$ cat config.mk
export PLATFORM = sky130hd
export DESIGN_NAME = vec_issue_scheduler
export DESIGN_NICKNAME = d
export VERILOG_FILES = /design/src/rtl/vec_issue_scheduler.sv
export SDC_FILE = /design/constraint.sdc
export NUM_CORES = 1
export LEC_CHECK = 0
export ABC_AREA = 1
export CORE_ASPECT_RATIO = 1.4
export CORE_UTILIZATION = 50
export DETAILED_ROUTE_END_ITERATION = 16
export PLACE_DENSITY = 0.76
export SLEW_MARGIN = 25
export SYNTH_ARGS = -nofsm -noshare
export SYNTH_HDL_FRONTEND = slang
export SYNTH_SLANG_ARGS = --single-unit
$ cat constraint.sdc
create_clock -name clk -period 10.1 [get_ports clk]
set_clock_uncertainty 0.2 [all_clocks]
set_input_delay 2.02 -clock clk [delete_from_list [all_inputs] [get_ports clk]]
set_output_delay 2.02 -clock clk [all_outputs]
set_load 0.1 [all_outputs]
$ cat src/rtl/vec_issue_scheduler.sv
// vec_issue_scheduler
//   In-order issue stage between the scalar core and the vector datapath. Vector
//   instructions and their rs1/rs2 operands are queued in a small FIFO. One entry
//   is issued at a time. The scheduler waits for inst_done, then holds a
//   completion ack until the scalar side accepts it.
//
// Ports
//   clk, reset            clock; asynchronous active-low reset
//   inst_valid            scalar -> sched: instruction/operands valid
//   instruction           vector instruction word
//   rs1_data, rs2_data    scalar operands
//   vec_pro_ready         sched -> scalar: FIFO can accept (combinational)
//   flush                 discard queued entries; the in-flight entry is kept
//   issue_valid           issued instruction is stable to the datapath
//   issue_start           one-cycle pulse in the first cycle of issue_valid
//   issue_inst/rs1/rs2    issued instruction and operands
//   inst_done             datapath -> sched: completion pulse
//   vec_pro_ack           completion ack, held until scalar_pro_ready
//   scalar_pro_ready      scalar accepts the ack
//   q_count               queued entries; excludes the in-flight entry
//   busy                  an instruction is in flight or entries are queued
//   err_spurious_done     sticky: inst_done seen outside execution
module vec_issue_scheduler #(
    parameter int unsigned XLEN  = 32,
    parameter int unsigned DEPTH = 4
) (
    input  logic                       clk,
    input  logic                       reset,
    input  logic                       inst_valid,
    input  logic [XLEN-1:0]            instruction,
    input  logic [XLEN-1:0]            rs1_data,
    input  logic [XLEN-1:0]            rs2_data,
    output logic                       vec_pro_ready,
    input  logic                       flush,
    output logic                       issue_valid,
    output logic                       issue_start,
    output logic [XLEN-1:0]            issue_inst,
    output logic [XLEN-1:0]            issue_rs1,
    output logic [XLEN-1:0]            issue_rs2,
    input  logic                       inst_done,
    output logic                       vec_pro_ack,
    input  logic                       scalar_pro_ready,
    output logic [$clog2(DEPTH+1)-1:0] q_count,
    output logic                       busy,
    output logic                       err_spurious_done
);

    localparam int unsigned PW = $clog2(DEPTH);
    localparam int unsigned CW = $clog2(DEPTH + 1);

    typedef enum logic [1:0] {StIdle, StExec, StAck} state_e;

    state_e          state_q, state_d;
    logic [PW-1:0]   wr_ptr_q, wr_ptr_d;
    logic [PW-1:0]   rd_ptr_q, rd_ptr_d;
    logic [CW-1:0]   count_q, count_d;
    logic            start_q;
    logic            err_q, err_d;
    logic [XLEN-1:0] inst_r_q, rs1_r_q, rs2_r_q;

    logic [XLEN-1:0] inst_mem [DEPTH];
    logic [XLEN-1:0] rs1_mem  [DEPTH];
    logic [XLEN-1:0] rs2_mem  [DEPTH];

    logic push, pop, nonempty;

    assign nonempty      = (count_q != '0);
    assign vec_pro_ready = (count_q != CW'(DEPTH)) & ~flush;
    assign push          = inst_valid & vec_pro_ready;

    // Sequencing; pop is only ever raised when leaving IDLE or ACK for EXEC.
    always_comb begin
        state_d = state_q;
        pop     = 1'b0;
        err_d   = err_q;
        case (state_q)
            StIdle: begin
                if (inst_done) err_d = 1'b1;
                if (nonempty && !flush) begin
                    pop     = 1'b1;
                    state_d = StExec;
                end
            end
            StExec: begin
                if (inst_done) state_d = StAck;
            end
            StAck: begin
                if (inst_done) err_d = 1'b1;
                if (scalar_pro_ready) begin
                    if (nonempty && !flush) begin
                        pop     = 1'b1;
                        state_d = StExec;
                    end else begin
                        state_d = StIdle;
                    end
                end
            end
            default: state_d = StIdle;
        endcase
    end

    // Queue bookkeeping; flush wins over everything. A push is never blocked by a
    // flush-suppressed pop because ready already drops during flush.
    always_comb begin
        wr_ptr_d = wr_ptr_q;
        rd_ptr_d = rd_ptr_q;
        count_d  = count_q;
        if (flush) begin
            wr_ptr_d = '0;
            rd_ptr_d = '0;
            count_d  = '0;
        end else begin
            if (push) wr_ptr_d = wr_ptr_q + 1'b1;
            if (pop)  rd_ptr_d = rd_ptr_q + 1'b1;
            if (push && !pop)      count_d = count_q + 1'b1;
            else if (pop && !push) count_d = count_q - 1'b1;
        end
    end

    always_ff @(posedge clk or negedge reset) begin
        if (!reset) begin
            state_q  <= StIdle;
            wr_ptr_q <= '0;
            rd_ptr_q <= '0;
            count_q  <= '0;
            start_q  <= 1'b0;
            err_q    <= 1'b0;
            inst_r_q <= '0;
            rs1_r_q  <= '0;
            rs2_r_q  <= '0;
        end else begin
            state_q  <= state_d;
            wr_ptr_q <= wr_ptr_d;
            rd_ptr_q <= rd_ptr_d;
            count_q  <= count_d;
            start_q  <= pop;
            err_q    <= err_d;
            if (pop) begin
                inst_r_q <= inst_mem[rd_ptr_q];
                rs1_r_q  <= rs1_mem[rd_ptr_q];
                rs2_r_q  <= rs2_mem[rd_ptr_q];
            end
        end
    end

    // Storage needs no reset: an entry is only read after it has been written.
    always_ff @(posedge clk) begin
        if (push) begin
            inst_mem[wr_ptr_q] <= instruction;
            rs1_mem[wr_ptr_q]  <= rs1_data;
            rs2_mem[wr_ptr_q]  <= rs2_data;
        end
    end

    assign issue_valid       = (state_q == StExec);
    assign issue_start       = issue_valid & start_q;
    assign issue_inst        = inst_r_q;
    assign issue_rs1         = rs1_r_q;
    assign issue_rs2         = rs2_r_q;
    assign vec_pro_ack       = (state_q == StAck);
    assign q_count           = count_q;
    assign busy              = (state_q != StIdle) | nonempty;
    assign err_spurious_done = err_q;

endmodule
==> summary.md <==
| Metric | Value |
|---|---|
| Run status | finished clean |
| Slew HR | 0.276 |
| Via count of the first global-routing pass | 11,800 |
| Setup TNS | 0 ns |
| Ports | 207 |
| Via/cell ratio | 5.47 |
| Overall Power | 7290 uW |
| Largest net degree at the start of global routing | just under 200 |
| Port bufs | 206 |
| Initial DRC count | approximately 730 |
| Die W | 164 microns |
| Worst Hold Depth | 1 |
| Final setup violation count | 0 |
| Synthesized Nets | 1,533 |
| Path depth of the worst reg2reg path | 6 |
| Critical path startpoint category | input pin |
| TritonCTS sink count | 491 |
| CTS resizes | 0 |
| Worst Path Max Fanout | 6 |
| Leakage | 0.00778 uW |
| Starting Density | 0.512 |
| Max H-tree Level | 2 |
| Post-route ant nets | 0 |
| Hold_ws | 0.259 ns |
| Most frequent cells in the layout | nor2_1 (490), edfxtp_1 (384), clkdlybuf4s50_1 (205) |
| CP Data Arrival Time | ~4.0 ns |
| Utilization after layout | 0.620 |
| Final wirelength | 40.7 mm |
| Mapped cell area | about 18,000 sq um |
| Crit share post-route | 0.612 |
| Minimum clock period | 6.18 ns |
| Maximum vdd drop | 0.532 mV |
| Register area share after synthesis | 0.771 |
| Required time of the critical path | 7.88 ns |
| PD cells | 327 nW/um^2 |
| Commonest non-fill, non-tap cell in the layout | nor2_1 |
| Final slew viol count | 0 |
| Fill count | between 2,000 and 3,000 |
| Die Y | roughly 230 microns |
| Layout cells sized above 1 | 0.0565 |
| Layout Area Growth over Synthesis | 21.1% |
| CTS Hold Bufs | 0 |
| Post-DP Area | 20,800 sq um |
| DRC | 0 |
| WS Path Type | input pin to output pin |
| Clk slew on worst S/H paths | ~0.06 ns |
| Hold Crit Endpoint | err_spurious_done |
| Crit path capture type | output pin |
| Hold path startpoint | err_spurious_done |
| Vias | between 10,000 and 15,000 |
| Clk Latency, worst-skew pair | 0.55 ns |
| Postcts setup bufs | 0 |
| Final instance area | around 22,000 sq um |
| Core ar. | 36,000 sq um |
| Max-cap violations | 0 |
| Worst R2R End | inst_mem[0][28] |
| Drt wl/cell | between 15 and 20 microns |
| Mean Syn Cell Area | 12.9 sq um |
| Num CTS Buffers | 45 |
| RePlAce Congestion | slightly below 0.8 |
| Detailed Routing Iterations Pass 1 | 4 |
| Final hold viol count | 0 |
| CTS tree | yes |
| Std cell rows | 82 |
| Cell variety after synth | 22 |
| RSZ-0062 raised after global routing | no |
| GR Overflow Total | 0 |
| Slew @ Worst Pin | 1.08 ns |
| First-pass GRT wire length | 63.2 mm |
| Clk root buf | clkbuf_16 |
| Initial antenna violation count | 5 |
| Ys Warns | 0 |
| Reg-to-reg startpoint | q_count[0] |
| Overall routing resource usage | 0.222 |
| FMAX | 0.162 GHz |
| Full die area | 37,600 sq um |
| Longest Clk Path Bufs | 3 |
| Layout Nets | 1,717 |
| Hpwl dp | 22.0 mm |
| Count of state elements after synthesis | between 400 and 500 |
| FF-to-FF setup slack | 6.48 ns |
| Synth Instances | ~1,400 |
| HP Class | register to register |
[sequential cells by signal (all words and copies together), names as in the netlist, 3 cells and up]
name / flops
inst_mem: 128
rs2_mem: 128
issue_inst: 32
issue_rs1: 32
rs1_mem: 128
q_count: 3
issue_rs2: 32
[cells in the mapped netlist]
master	n	area [sq um]
nor2_1	494	1850
edfxtp_1	384	11500
o21ai_0	195	976
dfrtp_1	107	2680
a31oi_1	96	601
clkbuf_1	30	113
buf_2	29	145
inv_1	21	78.8
nand2_1	21	78.8
buf_4	18	135
nand3_1	9	45.0
buf_6	5	56.3
ha_1	4	50.1
buf_1	3	11.3
inv_2	3	11.3
a21o_1	1	7.51
a21oi_1	1	5.00
a22o_1	1	8.76
fa_1	1	20.0
nor2_4	1	11.3
o21ai_1	1	5.00
xnor2_1	1	8.76
[per-stage QoR]
stage	worst slack, ns	instances
floorplan	3.05	1426
global placement	3.95	2021
detailed placement	3.95	2021
CTS	3.94	2103
global route	3.88	2108
finish	3.92	2109
[routing by layer]
layer | up-vias | wire (microns) | global-route usage
met3 | 76 | 2440 | 0.0402
met4 | 6 | 1320 | 0.0929
met1 | 5715 | 16300 | 0.276
met2 | 370 | 20600 | 0.378
li1 | 5379 | - | -
met5 | - | 39 | 0
[layout make-up]
cell class	instances	area, sq um	share of cell area
diodes	2	5.00	0.000224
well taps	462	578	0.0259
inverters	24	95.1	0.00426
repair buffers	222	2280	0.102
multi-input cells	826	3700	0.166
flip-flops and latches	491	14200	0.637
clock buffers	56	1210	0.0542
clock inverters	26	236	0.0106
[report_power, final]
part / internal [uW] / leakage, uW / switching (uW) / total (uW)
registers: 2480 / 0.00466 / 199 / 2680
logic: 681 / 0.00241 / 2280 / 2960
clock network: 954 / 0.000706 / 698 / 1650
[cells by family (layout without fill, tap and decap cells)]
logic type | Yosys count | after routing | share of synthesized area
compound gates | 295 | 295 | 0.0870
flops | 491 | 491 | 0.771
other cells | 0 | 2 | 0
simple gates | 525 | 525 | 0.108
buf+inv | 109 | 328 | 0.0299
fa+ha+maj | 5 | 5 | 0.00380
xor+xnor | 1 | 1 | 0.000475
[how the worst max path moves through the flow]
stage	endpoint	slack, ns	startpoint
floorplan	inst_mem[0][0]	3.05	flush
global placement	vec_pro_ready	3.95	flush
detailed placement	vec_pro_ready	3.95	flush
CTS	vec_pro_ready	3.94	flush
global route	vec_pro_ready	3.88	flush
finish	vec_pro_ready	3.92	flush
[critical path, stage by stage]
cell and delay [ns]:
clkdlybuf4s50_1 0.51, inv_1 0.16, nand2_1 0.09, inv_1 0.06, clkdlybuf4s50_1 1.12
Power figures use the tool's default switching activity.
